<file path="src/rtl/xbar_pkg.sv">
// Shared crossbar definitions: host enumeration, host ID type and arbiter defaults.
package xbar_pkg;

    // Number of hosts that can issue requests into the crossbar.
    localparam int unsigned N_HOST = 2;

    // Default number of in-flight transactions a shared device port tracks.
    localparam int unsigned XBAR_ARB_MAX_OUTSTANDING = 2;

    // Host indices; the arbiter's round-robin scan walks this order.
    typedef enum logic [0:0] {
        TlBrqif  = 1'b0,
        TlBrqlsu = 1'b1
    } tl_host_e;

    typedef logic [$clog2(N_HOST)-1:0] host_id_t;

    // Width of a host index, never narrower than one bit.
    function automatic int unsigned id_width(int unsigned n);
        return (n > 1) ? $clog2(n) : 1;
    endfunction

endpackage

</file>
<file path="src/rtl/xbar_id_fifo.sv">
// In-order FIFO of host IDs for transactions accepted by a device and not yet answered.
module xbar_id_fifo #(
    parameter int unsigned Depth = 2,
    parameter int unsigned Width = 1,
    parameter int unsigned CntW  = $clog2(Depth + 1)
) (
    input  logic             clk_i,
    input  logic             rst_ni,
    input  logic             push_i,
    input  logic [Width-1:0] wdata_i,
    input  logic             pop_i,
    output logic [Width-1:0] rdata_o,
    output logic             full_o,
    output logic             empty_o,
    output logic [CntW-1:0]  count_o
);

    localparam int unsigned PtrW = (Depth > 1) ? $clog2(Depth) : 1;

    logic [Width-1:0] mem_q [Depth];
    logic [PtrW-1:0]  wptr_q, rptr_q;
    logic [CntW-1:0]  count_q;
    logic             push_en, pop_en;

    function automatic logic [PtrW-1:0] ptr_inc(input logic [PtrW-1:0] p);
        return (p == PtrW'(Depth - 1)) ? '0 : p + 1'b1;
    endfunction

    assign full_o  = (count_q == CntW'(Depth));
    assign empty_o = (count_q == '0);
    assign count_o = count_q;
    assign rdata_o = mem_q[rptr_q];

    // A push into a full FIFO is only taken when the head leaves in the same cycle.
    assign pop_en  = pop_i && !empty_o;
    assign push_en = push_i && (!full_o || pop_en);

    // Storage, pointers and occupancy.
    always_ff @(posedge clk_i) begin
        if (!rst_ni) begin
            wptr_q  <= '0;
            rptr_q  <= '0;
            count_q <= '0;
            for (int i = 0; i < Depth; i++) begin
                mem_q[i] <= '0;
            end
        end else begin
            if (push_en) begin
                mem_q[wptr_q] <= wdata_i;
                wptr_q        <= ptr_inc(wptr_q);
            end
            if (pop_en) begin
                rptr_q <= ptr_inc(rptr_q);
            end
            if (push_en && !pop_en) begin
                count_q <= count_q + 1'b1;
            end else if (pop_en && !push_en) begin
                count_q <= count_q - 1'b1;
            end
        end
    end

endmodule

</file>
<file path="src/rtl/xbar_host_arb.sv">
// Round-robin arbiter sharing one crossbar device slot between hosts, with in-order
// response routing by host ID and a cap on in-flight transactions.
module xbar_host_arb
    import xbar_pkg::*;
#(
    parameter int unsigned NHost          = N_HOST,
    parameter int unsigned MaxOutstanding = XBAR_ARB_MAX_OUTSTANDING,
    parameter int unsigned AW             = 32,
    parameter int unsigned DW             = 32,
    parameter int unsigned CntW           = $clog2(MaxOutstanding + 1)
) (
    input  logic                    clk_i,
    input  logic                    rst_ni,
    input  logic [NHost-1:0]        h_a_valid_i,
    output logic [NHost-1:0]        h_a_ready_o,
    input  logic [NHost*AW-1:0]     h_a_addr_i,
    input  logic [NHost-1:0]        h_a_we_i,
    input  logic [NHost*DW-1:0]     h_a_wdata_i,
    input  logic [NHost*(DW/8)-1:0] h_a_be_i,
    output logic [NHost-1:0]        h_d_valid_o,
    input  logic [NHost-1:0]        h_d_ready_i,
    output logic [DW-1:0]           h_d_rdata_o,
    output logic                    h_d_error_o,
    output logic                    dev_a_valid_o,
    input  logic                    dev_a_ready_i,
    output logic [AW-1:0]           dev_a_addr_o,
    output logic                    dev_a_we_o,
    output logic [DW-1:0]           dev_a_wdata_o,
    output logic [DW/8-1:0]         dev_a_be_o,
    input  logic                    dev_d_valid_i,
    output logic                    dev_d_ready_o,
    input  logic [DW-1:0]           dev_d_rdata_i,
    input  logic                    dev_d_error_i,
    output logic [CntW-1:0]         outstanding_o,
    output logic                    unexp_rsp_o
);

    localparam int unsigned IdW = id_width(NHost);
    localparam int unsigned BW  = DW / 8;

    logic [IdW-1:0] last_grant_q;
    logic           locked_q;
    logic [IdW-1:0] locked_host_q;
    logic           unexp_q;

    logic           any_req;
    logic [IdW-1:0] arb_win;
    logic [IdW-1:0] cand;
    logic [IdW-1:0] sel;
    logic           accept;

    logic           fifo_full, fifo_empty, fifo_pop;
    logic [IdW-1:0] head;

    // Round-robin scan starting just after the last granted host.
    always_comb begin
        any_req = 1'b0;
        arb_win = last_grant_q;
        cand    = '0;
        for (int unsigned k = 1; k <= NHost; k++) begin
            cand = IdW'((32'(last_grant_q) + k) % NHost);
            if (!any_req && h_a_valid_i[cand]) begin
                any_req = 1'b1;
                arb_win = cand;
            end
        end
    end

    // A stalled request keeps its host so the device sees a stable A channel.
    assign sel           = locked_q ? locked_host_q : arb_win;
    // No bypass of a same-cycle pop: keeps d_ready off the a_valid path.
    assign dev_a_valid_o = !fifo_full && (locked_q || any_req);
    assign accept        = dev_a_valid_o && dev_a_ready_i;

    // Request mux and per-host ready for the selected host.
    always_comb begin
        dev_a_addr_o  = '0;
        dev_a_we_o    = 1'b0;
        dev_a_wdata_o = '0;
        dev_a_be_o    = '0;
        h_a_ready_o   = '0;
        for (int h = 0; h < NHost; h++) begin
            if (sel == IdW'(h)) begin
                dev_a_addr_o   = h_a_addr_i[h*AW +: AW];
                dev_a_we_o     = h_a_we_i[h];
                dev_a_wdata_o  = h_a_wdata_i[h*DW +: DW];
                dev_a_be_o     = h_a_be_i[h*BW +: BW];
                h_a_ready_o[h] = accept;
            end
        end
    end

    // Route the response to the oldest outstanding host; sink it if nothing is owed.
    always_comb begin
        h_d_valid_o   = '0;
        dev_d_ready_o = 1'b1;
        if (!fifo_empty) begin
            for (int h = 0; h < NHost; h++) begin
                if (head == IdW'(h)) begin
                    h_d_valid_o[h] = dev_d_valid_i;
                    dev_d_ready_o  = h_d_ready_i[h];
                end
            end
        end
    end

    assign fifo_pop    = dev_d_valid_i && dev_d_ready_o && !fifo_empty;
    assign h_d_rdata_o = dev_d_rdata_i;
    assign h_d_error_o = dev_d_error_i;
    assign unexp_rsp_o = unexp_q;

    // Grant pointer, request lock and unexpected-response flag.
    always_ff @(posedge clk_i) begin
        if (!rst_ni) begin
            last_grant_q  <= IdW'(NHost - 1);
            locked_q      <= 1'b0;
            locked_host_q <= '0;
            unexp_q       <= 1'b0;
        end else begin
            unexp_q <= dev_d_valid_i && fifo_empty;
            if (accept) begin
                locked_q     <= 1'b0;
                last_grant_q <= sel;
            end else if (dev_a_valid_o) begin
                locked_q      <= 1'b1;
                locked_host_q <= sel;
            end
        end
    end

    xbar_id_fifo #(
        .Depth (MaxOutstanding),
        .Width (IdW),
        .CntW  (CntW)
    ) u_id_fifo (
        .clk_i   (clk_i),
        .rst_ni  (rst_ni),
        .push_i  (accept),
        .wdata_i (sel),
        .pop_i   (fifo_pop),
        .rdata_o (head),
        .full_o  (fifo_full),
        .empty_o (fifo_empty),
        .count_o (outstanding_o)
    );

endmodule

</file>
<file path="config.mk">
export PLATFORM = sky130hd
export DESIGN_NAME = xbar_host_arb
export DESIGN_NICKNAME = d
export VERILOG_FILES = /design/src/rtl/xbar_pkg.sv /design/src/rtl/xbar_id_fifo.sv /design/src/rtl/xbar_host_arb.sv
export SDC_FILE = /design/constraint.sdc
export NUM_CORES = 1
export LEC_CHECK = 0
export ABC_AREA = 1
export ABC_CLOCK_PERIOD_IN_PS = 1400
export CORE_AREA = 2 2 114 116
export CTS_BUF_LIST = sky130_fd_sc_hd__clkbuf_4
export DETAILED_ROUTE_END_ITERATION = 6
export DIE_AREA = 0 0 116 118
export DONT_BUFFER_PORTS = 1
export PLACE_DENSITY = 0.31
export SYNTH_ARGS = -nofsm -noshare
export SYNTH_HDL_FRONTEND = slang
export SYNTH_SLANG_ARGS = --single-unit
</file>
<file path="constraint.sdc">
create_clock -name clk_i -period 1.4 [get_ports clk_i]
set_input_delay 0.14 -clock clk_i [delete_from_list [all_inputs] [get_ports clk_i]]
set_output_delay 0.14 -clock clk_i [all_outputs]
set_load 0.005 [all_outputs]
</file>
==> results of run 1 <==
==> power by group through the flow <==
stage          registers, W  clock network [W]  logic [W]
2_1_floorplan      0.000469                  0    0.00159
3_3_place_gp       0.000479                  0    0.00186
3_5_place_dp       0.000478                  0    0.00186
4_1_cts            0.000478           0.000254    0.00235
5_1_grt            0.000494           0.000270    0.00307
6_report           0.000482           0.000245    0.00275
==> registers in the layout, summed over array words and instances, names as in the netlist, named ones only <==
register / cells
u_id_fifo.count_o: 2
u_id_fifo.mem_q: 2
last_grant_q: 1
locked_host_q: 1
locked_q: 1
u_id_fifo.rptr_q: 1
u_id_fifo.wptr_q: 1
unexp_rsp_o: 1
==> kinds of logic (layout without fill, tap and decap cells) <==
| kind of cell | Yosys count | in the layout | synth area share [%] |
|---|---|---|---|
| flip-flops | 11 | 11 | 13.05 |
| buffers and inverters | 65 | 41 | 26.24 |
| AO/OA/AOI/OAI | 16 | 16 | 5.040 |
| AND/OR/NAND/NOR | 241 | 241 | 54.93 |
| adder cells (fa/ha/maj) | 1 | 1 | 0.7412 |
==> worst paths after layout <==
kind | depth (start not counted) | end
setup / recovery | 7 | dev_a_wdata_o[31]
hold / removal | 2 | u_id_fifo.mem_q[1]$_DFF_P_
setup reg to reg | 9 | u_id_fifo.count_o[1]$_SDFFE_PN0P_
hold reg to reg | 2 | u_id_fifo.mem_q[1]$_DFF_P_
==> cell usage after synthesis <==
cell type / number / share of area [%]
nand3_1: 8 / 2.4
ha_1: 1 / 0.74
a21oi_1: 9 / 2.7
nand4_1: 2 / 0.74
inv_2: 1 / 0.22
o21ai_0: 5 / 1.5
nor2_1: 4 / 0.89
buf_4: 33 / 15
dfxtp_1: 11 / 13
nor3_1: 1 / 0.30
nand2_2: 1 / 0.37
nand3b_1: 1 / 0.44
buf_2: 6 / 1.8
nand2_1: 224 / 50
o211ai_1: 2 / 0.89
buf_6: 9 / 6.0
clkbuf_1: 1 / 0.22
inv_1: 15 / 3.3
==> routing by layer <==
layer	GRT usage [%]	routed length, um	vias up
li1	-	-	928
met3	2.781	780	2
met5	0	0	-
met1	9.685	2761	843
met4	0.9673	35	0
met2	16.34	3670	133
==> metrics by stage <==
step                      hold slack [ps]  TNS (ps)  cells  setup slack [ps]
after floorplan                     300.9         0    334             15.09
after global placement              243.0    -6.439    468            -6.439
after detailed placement            252.5    -3.965    468            -3.965
after CTS                           6.173     -6628    479            -145.4
after global routing                11.96     -8820    482            -153.4
final                               15.76     -3383    482            -72.19
==> final cells by class <==
cell class	instances	area [um2]
clock buffer	4	30.03
fill	1439	10220
inverter	16	72.57
multi-input combinational	258	1350
sequential	11	227.7
tap	172	215.2
timing repair buffer	21	296.5
==> cells in the final DEF (no fill, tap or decap), types with 2 or more instances in the layout <==
master,synthesis,layout
nand2_1,224,154
nand3_2,0,4
dfxtp_1,11,5
o211ai_1,2,2
o21ai_0,5,2
nor2_1,4,3
nand2_4,0,14
a21oi_2,0,4
buf_4,33,9
dfxtp_2,0,6
nand4_1,2,2
a21oi_1,9,5
nand3_1,8,3
inv_1,15,8
o21ai_1,0,2
clkbuf_4,0,4
inv_2,1,7
buf_12,0,7
nand2_2,1,56
==> repair_timing <==
item	in CTS	in global routing
hold buffers	1	0
gates resized for setup	29	88
gates cloned	3	3
pin swaps	1	6
hold endpoints to repair	4	0
setup endpoints to repair	71	75
buffers inserted	3	2
==> worst max-delay path: stages, from the launching register on <==
cell       delay (ps)
dfxtp_2           340
nand2_1            80
nand3_4           110
nand2_8           100
buf_12            150
clkbuf_16         150
nand2_1            50
nand2_1            80
==> flow_summary.toml, run 1 <==
[global_routing]
global_route.usage.total_pct = 8.695
grt_pass1_wl_mm = 9.315
grt_remaining_overflow = 0
first_global_vias = 1689
initial_antenna_violation_count = 0
grt_start_max_net_pins = 38

[clocking]
cts_tree = "built"
clock_sinks = 11
cts-htree-levels = 1
clk_latency_worst_skew_pair_ps = 270
clkTransAtPathRegs_ps = 80
cts_root_buffer = "clkbuf_4"
clock_path_buffers = 2
cts-buffers-inserted = 3

[detailed_routing]
viasPerCell = 3.954
final_antenna_violating_net_count = 0
vias = 1906
wl_mm = 7.247
drcViolationCount = 0
initialDrtViolationCount = 78
first_pass_iters = 6
drt-wirelength-per-cell_um = 15.04

[power_and_ir_drop]
power.net_switching_w = 0.001826
p_seq_share_pct = 13.9
leakage_nw = 1.107
comb_power_share_pct = 79.1
power_per_cell_area_mw_per_mm2 = 1585
fraction_of_power_spent_switching_nets_pct = 52.55
clock_power_share_pct = 7.0
peakVddDrop_uv = 947.9
power.internal_w = 0.001649
p_total_w = 0.003474

[layout]
final_cell_area_excluding_filler_cells_mm2 = 0.002192
finish.net_count = 491
finalCoreUtilization_pct = 17.66
antenna_cells = 0
area_growth_pct = 29.87
post_route_cells_drive_above_1_share_pct = 39.03

[floorplan]
die_ar_mm2 = 0.01369
die_w_um = 116
die_height_um = 118
boundaryPins = 290
placeableCoreArea_mm2 = 0.01241
num_rows = 41
initial_utilization_pct = 13.60

[yosys]
postSynthAreaPerCell_um2 = 5.054
postSynthRegisterBits = 11
yosysSeqAreaShare_pct = 13.05
synth.cell_area_mm2 = 0.001688
synth.distinct_cells = 18
mapped_nets = 514
ys.warnings.count = 0
netlist_instances = 334

[timing]
timing.fmax_ghz = 0.6793
final_worst_setup_slack_ps = -72.19
slew_headroom_pct = 86.80
final-max-slew-violation-count = 0
finalCriticalPeriod_ps = 1472
finalClockSkew_ps = 2.559
layout_worst_path_cycle_share_pct = 105.2
rsz0062_at_grt = "true"
final_hold_viol_count = 0
worst_pin_slew_ps = 197.4
finalSetupViolations = 70

[placed_design]
dpl.hpwl_mm = 5.202
placement.cell_area_mm2 = 0.001658
gp_routability_congestion = 0.7462
place.port_buffers = 0

[critical_path]
startpoint_type_of_the_worst_setup_path = "flip-flop"
critical_path_required_ps = 1260
criticalPathCategory = "flip-flop to output port"
endpoint_kind = "output port"
critical_path_peak_fanout = 6
regToRegSetupSlack_ps = 50
critPathLaunch = "last_grant_q$_SDFFE_PN1P_"
arrival_ps = 1330

[outcome]
status = "finished, violations left"
violations = "setup timing"

[worst_hold_path]
hold_path_startpoint = "rst_ni"
timing.hold.worst.class = "input pin to flip-flop"

[job]
max_cap_violations = 0
(Power assumes the default switching activity.)
==> run 2: changes to the inputs <==
- ABC_CLOCK_PERIOD_IN_PS: 1400 -> 1670
- PLACE_DENSITY: 0.31 -> 0.3
- clock period: 1.4 -> 1.67 ns (I/O delays scaled with it)
==> run 2 against run 1 <==
Wire length is 13% lower. Global-route usage down 1.5 points. Largest power group unchanged. Critical path depth increased by 2. Sequential power down 17%. Power shrank 34%. Clock power decreased by 18%. Critical endpoint is now u_id_fifo.count_o[1]$_SDFFE_PN0P_. Clock skew hardly changed. Non-clock buffer count fell by 9. Sequential share of layout area grew 2.2 points. The run now ends clean. Highest routed layer unchanged.
==> flow_summary.toml, run 2 (synthesis gave the netlist of run 1 again) <==
[clocking]
cts_root_buffer = "clkbuf_4"
clkTransAtPathRegs_ps = 70
cts_tree = "built"
clk_latency_worst_skew_pair_ps = 270
cts-htree-levels = 1
clock_sinks = 11
cts-buffers-inserted = 3
clock_path_buffers = 2

[critical_path]
crit_path_buffers_inverters = 1
worst_r2r_startpoint = "u_id_fifo.count_o[0]$_SDFFE_PN0P_"
critPathLaunch = "u_id_fifo.count_o[0]$_SDFFE_PN0P_"
arrival_ps = 1700
critical_path_required_ps = 1830
crit_path_cell_trace = "inv_2, nand2_1, nand3_1, nand2_1, ha_1, a21oi_2, o21ai_1, o21ai_1, a21oi_1"
critical_path_peak_fanout = 7
endpoint_kind = "flip-flop"
startpoint_type_of_the_worst_setup_path = "flip-flop"
cp_top_family = "compound AO/OA/AOI/OAI gates"
criticalPathCategory = "flip-flop to flip-flop"
critical_path.max_stage_delay_ps = 330
critical_path.slowest_cell = "dfxtp_1"

[floorplan]
die_height_um = 118
die_ar_mm2 = 0.01369
num_rows = 41
initial_utilization_pct = 13.60
placeableCoreArea_mm2 = 0.01241
die_w_um = 116
boundaryPins = 290

[global_routing]
first_global_vias = 1606
grt_start_max_net_pins = 47
global_route.usage.total_pct = 7.178
grt_remaining_overflow = 0
grt_pass1_wl_mm = 7.893
initial_antenna_violation_count = 0

[power_and_ir_drop]
power_per_cell_area_mw_per_mm2 = 1299
p_seq_share_pct = 17.4
clock_power_share_pct = 8.8
power.internal_w = 0.001045
peakVddDrop_uv = 736.7
fraction_of_power_spent_switching_nets_pct = 54.40
comb_power_share_pct = 73.8
p_total_w = 0.002291
leakage_nw = 0.9825
power.net_switching_w = 0.001246

[timing]
worst_pin_slew_ps = 187.3
slew_headroom_pct = 87.55
layout_worst_path_cycle_share_pct = 91.96
finalCriticalPeriod_ps = 1536
final_hold_viol_count = 0
final.setup.tns_ps = 0
final_worst_setup_slack_ps = 134.3
final-max-slew-violation-count = 0
rsz0062_at_grt = "false"
finalClockSkew_ps = 2.431
finalSetupViolations = 0
timing.fmax_ghz = 0.6512
timing.hold.ws_ps = 34.10

[layout]
seq_area_um2 = 222.7
area_growth_pct = 4.448
most_common_cell_after_layout_fill_and_taps_aside = "nand2_1"
antenna_cells = 0
multi_input_area_mm2 = 0.001050
mostFrequentLayoutCells = "221 x nand2_1, 13 x inv_1, 9 x dfxtp_1, 7 x nand3_1, 7 x a21oi_1"
fillers = 1451
post_route_cells_drive_above_1_share_pct = 8.970
finish.net_count = 482

[placed_design]
gp_routability_congestion = 0.7409
place_worst_setup_slack_ps = 67.09
dpl.hpwl_mm = 4.908
place.port_buffers = 0

[detailed_routing]
wl_mm = 6.330
final_antenna_violating_net_count = 0
drt-wirelength-per-cell_um = 13.38
drcViolationCount = 0
initialDrtViolationCount = 59
first_pass_iters = 5
vias = 1840
viasPerCell = 3.890

[worst_hold_path]
timing.hold.worst.class = "input pin to flip-flop"
hold_path_startpoint = "rst_ni"

[outcome]
status = "finished, final reports clean"

[job]
max_cap_violations = 0
-- run 2: cell types whose count changed in the layout (fill, tap and decap cells not counted), moves of 5 or more --
cell     delta
nand2_1    +67
nand2_2    -53
nand2_4    -13
inv_1       +5
inv_2       -5
-- run 2: metrics by stage --
stage               util [%]  cell area [um2]  cells
floorplan                  -             1688    334
global placement       12.83             1593    465
detailed placement     12.83             1593    465
CTS                    13.32             1654    470
global route           14.20             1763    473
finish                 14.20             1763    473
-- run 2: worst reg2reg max path, delay by kind of cell, from the launching register on --
family,cells,cell delay (ps)
and+or+nand+nor,3,260
DFF,1,330
adders and majority gates,1,330
AOI/OAI and AO/OA,4,390
buffers and inverters,1,120
-- run 2: path summary, 6_finish.rpt --
path	endpoint	slack [ps]	cells past startpoint
hold reg to reg	u_id_fifo.mem_q[0]$_DFF_P_	480	2
setup reg to reg	u_id_fifo.count_o[1]$_SDFFE_PN0P_	130	9
setup / recovery	u_id_fifo.count_o[1]$_SDFFE_PN0P_	130	9
hold / removal	flip-flop	30	2
-- run 2: cell type report --
cell class / count / area share [%]
Multi-Input combinational cell: 258 / 59.55
Sequential cell: 11 / 12.63
Tap cell: 172 / 12.21
Timing Repair Buffer: 12 / 10.08
Inverter: 16 / 3.833
Clock buffer: 4 / 1.703
-- run 2: per-layer routing --
metal	vias up	share of wire (%)	global-route usage, %
li1	911	-	-
met1	787	37	7.539
met2	136	51	13.82
met3	6	12	2.266
met4	0	0.51	1.265
met5	-	0	0
-- run 2: timing repair --
| action | 4_1_cts | 5_1_grt |
|---|---|---|
| pin swaps | 0 | 2 |
| hold buffers | 1 | 0 |
| hold endpoints to repair | 1 | 0 |
| setup buffers | 0 | 1 |
| gates cloned | 0 | 2 |
| gates resized for setup | 6 | 19 |
| endpoints found under the setup margin | 66 | 71 |
-- run 2: power by group through the flow --
stage	sequential (W)	combinational [W]	clock, W
6_report	0.000398	0.00169	0.000202
5_1_grt	0.000408	0.00194	0.000217
4_1_cts	0.000391	0.00148	0.000210
3_5_place_dp	0.000397	0.00144	0
3_3_place_gp	0.000397	0.00142	0
2_1_floorplan	0.000384	0.00128	0
==> RTL change 1: new RTL, config.mk and constraints of run 2 <==
The parameter `AW` goes from 32 to 48.
--- a/src/rtl/xbar_host_arb.sv
+++ b/src/rtl/xbar_host_arb.sv
@@ -6,5 +6,5 @@
     parameter int unsigned NHost          = N_HOST,
     parameter int unsigned MaxOutstanding = XBAR_ARB_MAX_OUTSTANDING,
-    parameter int unsigned AW             = 32,
+    parameter int unsigned AW             = 48,
     parameter int unsigned DW             = 32,
     parameter int unsigned CntW           = $clog2(MaxOutstanding + 1)
Ports: changed (resized dev_a_addr_o and h_a_addr_i); port bits go from 290 to 338. No check against the original RTL was run, so the function may have changed too.
==> RTL change 1 against run 2 <==
  * Maximum frequency fell by 2.9%
  * First-iteration DRC count rose by 81%
  * Critical path type is now reg -> out
  * Total power grew 44%
  * Cell area is 31% higher
  * Routed wire length increased by 62%
  * Synthesized area rose by 10%
  * Setup slack got worse by 46 ps
  * Sequential cell count stayed put
==> RTL change 1: results (changes against run 2) <==
The register area share after synthesis came to 11.8% (-1.2 points). The number of buffers inserted during clock tree synthesis is 3 (unchanged). The count of nets after finishing is 579 (+20%).

The detailed-router iteration count before antenna repair is 4 (-1). The number of distinct library cells after synthesis is 18 (unchanged). The share of layout cells above drive strength 1 came to 13.9% (+5.0 points). The total internal power is 1550 uW (+48%). The number of violations reported at the end of detailed-routing iteration 0 came out at 107 (+81%). The wire length per cell after detailed routing is 19.1 um (+43%). The run finished with clean final reports. The maximum fanout count along the critical path was 6 (-1). The total half-perimeter wirelength after legalization and detailed placement was 6540 um (+33%). Sorting the synthesized cells by how often they occur yields sky130_fd_sc_hd__nand2_1, sky130_fd_sc_hd__buf_4, sky130_fd_sc_hd__inv_1. The vias per cell came out at 4.41 (+13%). The maximum number of pins on one net before global-route repair is 48 (+2.1%). The via count of the first global-routing pass is 1988 (+24%). The worst-case register-to-register setup slack is 200 ps (+70 ps).

The routability-driven placement congestion ratio is 0.665 (-10%). The worst setup slack after placement is 76.8 ps (+9.76 ps). The number of antenna diodes came to 0 (unchanged). The worst reg2reg path depth came out at 10 (+1). The effective utilization at floorplan was 15.0% (+1.4 points). The overall fraction of global-route tracks in use came out at 9.74% (+2.6 points). The static power due to leakage is 0.00128 uW (+30%). The worst setup skew after layout came to 1.39 ps (-1.04 ps). The post-route worst hold slack is 48.2 ps (+14.1 ps). The data arrival time of the critical path is 1410 ps (-290 ps). The first-pass GRT wire length is 10300 um (+31%). Ranked by total cell area, the synthesized netlist is headed by sky130_fd_sc_hd__nand2_1, sky130_fd_sc_hd__buf_4, sky130_fd_sc_hd__dfxtp_1. The worst vdd rail ir drop was 0.452 mV (-39%).

The max-slew headroom at the worst pin is 85.4% (-2.1 points). The synthesized netlist net count is 597 (+16%). The delay of the slowest cell on the worst path came out at between 300 and 400 ps. The initial antenna violation count is 2 (+2). The area of placed instances came out at 1820 sq um (+14%). The number of fill cells is 1438 (-0.90%).
-- RTL change 1: changes by cell type in the layout (fill, tap and decap cells not counted), moves of 2 or more --
| cell | delta |
|---|---|
| sky130_fd_sc_hd__buf_8 | +2 |
| sky130_fd_sc_hd__nand2_1 | +41 |
| sky130_fd_sc_hd__nand2_2 | +7 |
| sky130_fd_sc_hd__buf_6 | +5 |
| sky130_fd_sc_hd__clkbuf_16 | +7 |
-- RTL change 1: worst max path at each step --
stage	slack, ps	startpoint	depth (start not counted)	endpoint
after floorplan	120	u_id_fifo.count_o[0]	8	u_id_fifo.count_o[1]
after global placement	130	u_id_fifo.count_o[0]	9	u_id_fifo.count_o[1]
after detailed placement	80	u_id_fifo.count_o[0]	9	u_id_fifo.count_o[1]
after CTS	3	last_grant_q	8	dev_a_wdata_o[7]
after global routing	1	last_grant_q	8	dev_a_wdata_o[11]
final	90	locked_q	7	dev_a_wdata_o[14]
-- RTL change 1: cells by family (layout without fill, tap and decap cells) --
group	count (synthesis)	after routing	share of synthesized area [%]
fa+ha+maj	1	1	0.673
buf+inv	68	49	23.4
flops	11	11	11.8
simple gates	289	289	59.6
compound gates	16	16	4.58
-- RTL change 1: area by class of cell --
cell class / count / area, sq um / area share (%)
multi-input combinational: 306 / 1280 / 55.5
timing repair buffer: 28 / 474 / 20.6
sequential: 11 / 223 / 9.68
tap: 172 / 215 / 9.35
inverter: 16 / 72.6 / 3.15
clock buffer: 4 / 30.0 / 1.31
timing repair inverter: 1 / 8.76 / 0.381
-- RTL change 1: through the flow --
stage                     instances  utilization (%)
after floorplan                 385                -
after global placement          515             14.6
after detailed placement        515             14.6
after CTS                       520             15.0
after global routing            538             18.5
final                           538             18.5
-- RTL change 1: what timing repair did --
item / in CTS / in global routing
pin swaps: 0 / 4
gates cloned: 0 / 15
hold endpoints to repair: 1 / 0
resized for setup: 1 / 33
hold buffers: 1 / 0
setup endpoints to repair: 39 / 85
setup buffers: 0 / 3
-- RTL change 1: layer usage --
| metal | GRT usage, % | up-vias | share of wire [%] |
|---|---|---|---|
| li1 | - | 1092 | - |
| met1 | 9.29 | 1046 | 36 |
| met2 | 19.2 | 199 | 50 |
| met3 | 3.71 | 31 | 10 |
| met4 | 2.23 | 4 | 3.1 |
| met5 | 0 | - | 0.26 |
-- RTL change 1: power groups by stage --
stage	Combinational, uW	Sequential, uW	Clock [uW]
floorplan	1420	384	0
CTS	1820	385	205
finish	2720	389	194
global route	3000	399	219
detailed placement	1810	390	0
global placement	1780	387	0
-- RTL change 1: critical path: cells and delay by family (launching register included) --
| family | cells | cell delay (ps) |
|---|---|---|
| flops | 1 | 320 |
| simple gates | 4 | 410 |
| buf+inv | 3 | 420 |
==> RTL change 2: new RTL, config.mk and constraints of run 2 <==
Made on the original files. Make the reset (`rst_ni`) asynchronous in 2 clocked blocks.
--- a/src/rtl/xbar_id_fifo.sv
+++ b/src/rtl/xbar_id_fifo.sv
@@ -37,5 +37,5 @@
 
     // Storage, pointers and occupancy.
-    always_ff @(posedge clk_i) begin
+    always_ff @(posedge clk_i or negedge rst_ni) begin
         if (!rst_ni) begin
             wptr_q  <= '0;
--- a/src/rtl/xbar_host_arb.sv
+++ b/src/rtl/xbar_host_arb.sv
@@ -111,5 +111,5 @@
 
     // Grant pointer, request lock and unexpected-response flag.
-    always_ff @(posedge clk_i) begin
+    always_ff @(posedge clk_i or negedge rst_ni) begin
         if (!rst_ni) begin
             last_grant_q  <= IdW'(NHost - 1);
Function: differs if rst_ni is asserted again (counterexample within 4 cycles, from zero or initial values and one cycle with rst_ni low); with rst_ni held inactive, the same outputs for 4 cycles.
==> RTL change 2 against run 2 <==
  * The flow now finishes with violations (negative setup slack)
  * Cell area is 31% higher
  * Final cell count is 1.5% higher
  * First-iteration DRC count is 22% higher
  * Setup slack worse by 200 ps
  * Sequential cell count is 1 lower
  * Sequential share of layout area is 1.7 points lower
  * Synthesized area is 0.30% higher
  * Routed wire length is 28% higher
  * Count of clock-buffer cells in the layout stayed put
  * Critical endpoint is now dev_a_addr_o[0]
Power is not compared: it rests on default switching activity, and its combinational part moved more than twofold at a synthesized area within 25%.
==> RTL change 2: results (changes against run 2) <==
The maximum fanout count along the critical path was 8 (+1). The flow ran to the end, but the final reports show violations. The slowest stage of the critical path is the sky130_fd_sc_hd__dfstp_2 cell.

The synthesized area per cell was 5.24 sq um (+3.7%). The sequential standard cell area is 251 sq um (+13%). The number of buffers inserted to repair setup after CTS is 0 (unchanged).

The highest metal layer carrying signal wires in the routed design is met4. The total number of vias came out at 1948 (+5.9%). The count of hold buffers inserted by post-cts repair came to 1 (unchanged). The number of distinct library cells after synthesis is 16 (-2). The checks that failed: negative setup slack. The total half-perimeter wirelength after legalization and detailed placement is 4780 um (-2.6%). The detailed-router iteration count before antenna repair is 4 (-1). The vias per cell is 4.06 (+4.3%). The maximum number of pins on one net before global-route repair came out at 42 (-11%). The post-layout worst setup margin came out at -63.9 ps (-198 ps). The total negative slack is -2850 ps (-2850 ps).

The routability-driven placement congestion ratio is 0.755 (+2.0%). Ranked by instance count, the synthesized netlist is headed by sky130_fd_sc_hd__nand2_1, sky130_fd_sc_hd__buf_4, sky130_fd_sc_hd__inv_1. The share of layout cells above drive strength 1 is 36.4% (+27 points). The hold-critical path depth came out at 2 (unchanged). The initial antenna violation count came out at 0 (unchanged). The routed length on met2 is 4440 um (+38%). By area the synthesized netlist is led by sky130_fd_sc_hd__nand2_1, sky130_fd_sc_hd__buf_4, sky130_fd_sc_hd__dfrtp_1. The register area share after synthesis came to 14.9% (+1.8 points). The delay of the slowest cell on the worst path is 540 ps (+210 ps). The length of routed wiring on met1 is 2920 um (+25%).

The number of fill cells is 1418 (-2.3%). The number of instances in the placed design came out at 457 (-1.7%). The setup violation total in the final timing report came out at 69 (+69). The power per cell area came out at approximately 2400 nW/um^2. The wire length per cell after detailed routing came to 16.8 um (+26%). The synthesized netlist net count came to 503 (-2.1%). The area of placed instances came out at 1650 sq um (+3.4%). The clock network latency to the later pin of the worst-skew pair is 270 ps (about the same).

The overall fraction of global-route tracks in use came out at 7.39% (+0.21 points). Among all flip-flop cells after synthesis, the most frequent one is sky130_fd_sc_hd__dfrtp_1. The slew at the pin with the worst max-slew slack came to 500 ps (+313 ps).

The proportion of synthesized flip-flops having asynchronous set or reset came out at 100% (+100 points). The worst reg2reg path depth is 8 (-1). The via count of the first global-routing pass came out at 1519 (-5.4%). The area share of the largest cell type after synthesis came out at 49.9% (+0.074 points).

The wire length on met3 is 631 um (-16%). The number of violations reported at the end of detailed-routing iteration 0 is 72 (+22%). The worst setup skew after layout came out at 9.68 ps (+7.25 ps). Among cell families on the critical path, the largest total delay comes from flip-flops. The first-pass GRT wire length is 7910 um (+0.27%). The count of nets after finishing came out at 489 (+1.5%).
[RTL change 2: cell count changes in the layout (fill, tap and decap cells not counted), moves of 5 or more]
cell                        change
sky130_fd_sc_hd__buf_6          +5
sky130_fd_sc_hd__clkbuf_16      +6
sky130_fd_sc_hd__dfrtp_1        +9
sky130_fd_sc_hd__dfxtp_1        -9
sky130_fd_sc_hd__nand2_1       -67
sky130_fd_sc_hd__nand2_2       +53
sky130_fd_sc_hd__nand2_4       +15
[RTL change 2: final cells by class]
class	count	area share [%]
Sequential cell	10	10.9
Timing Repair Buffer	25	17.9
Tap cell	172	9.32
Timing Repair inverter	2	0.759
Clock buffer	4	1.30
Inverter	14	2.98
Multi-Input combinational cell	253	56.8
[RTL change 2: path summary, 6_finish.rpt]
path / startpoint / endpoint
max: last_grant_q / dev_a_addr_o[0]
min: dev_d_valid_i / unexp_rsp_o
max reg2reg: u_id_fifo.count_o[1] / u_id_fifo.count_o[1]
min reg2reg: last_grant_q / last_grant_q
max in group asynchronous: rst_ni / last_grant_q
min in group asynchronous: rst_ni / unexp_rsp_o
[RTL change 2: metrics by stage]
step | worst slack [ps] | hold slack (ps)
global placement | 63.8 | -128
finish | -63.9 | 18.4
detailed placement | 45.0 | -128
CTS | -49.6 | 10.9
floorplan | 106 | -129
global route | -160 | 37.5
[RTL change 2: cell families after synthesis]
kind of cell	Yosys count	share of synthesized area, %
flip-flops	10	14.9
adder cells (fa/ha/maj)	1	0.739
buffers and inverters	61	25.6
AO/OA/AOI/OAI	10	2.96
XOR/XNOR	3	1.55
AND/OR/NAND/NOR	238	54.2
[RTL change 2: metal layers]
metal / vias to the layer above / track usage, %
met5: - / 0
met1: 873 / 7.41
met4: 0 / 1.71
met3: 8 / 2.01
met2: 161 / 14.7
li1: 906 / -
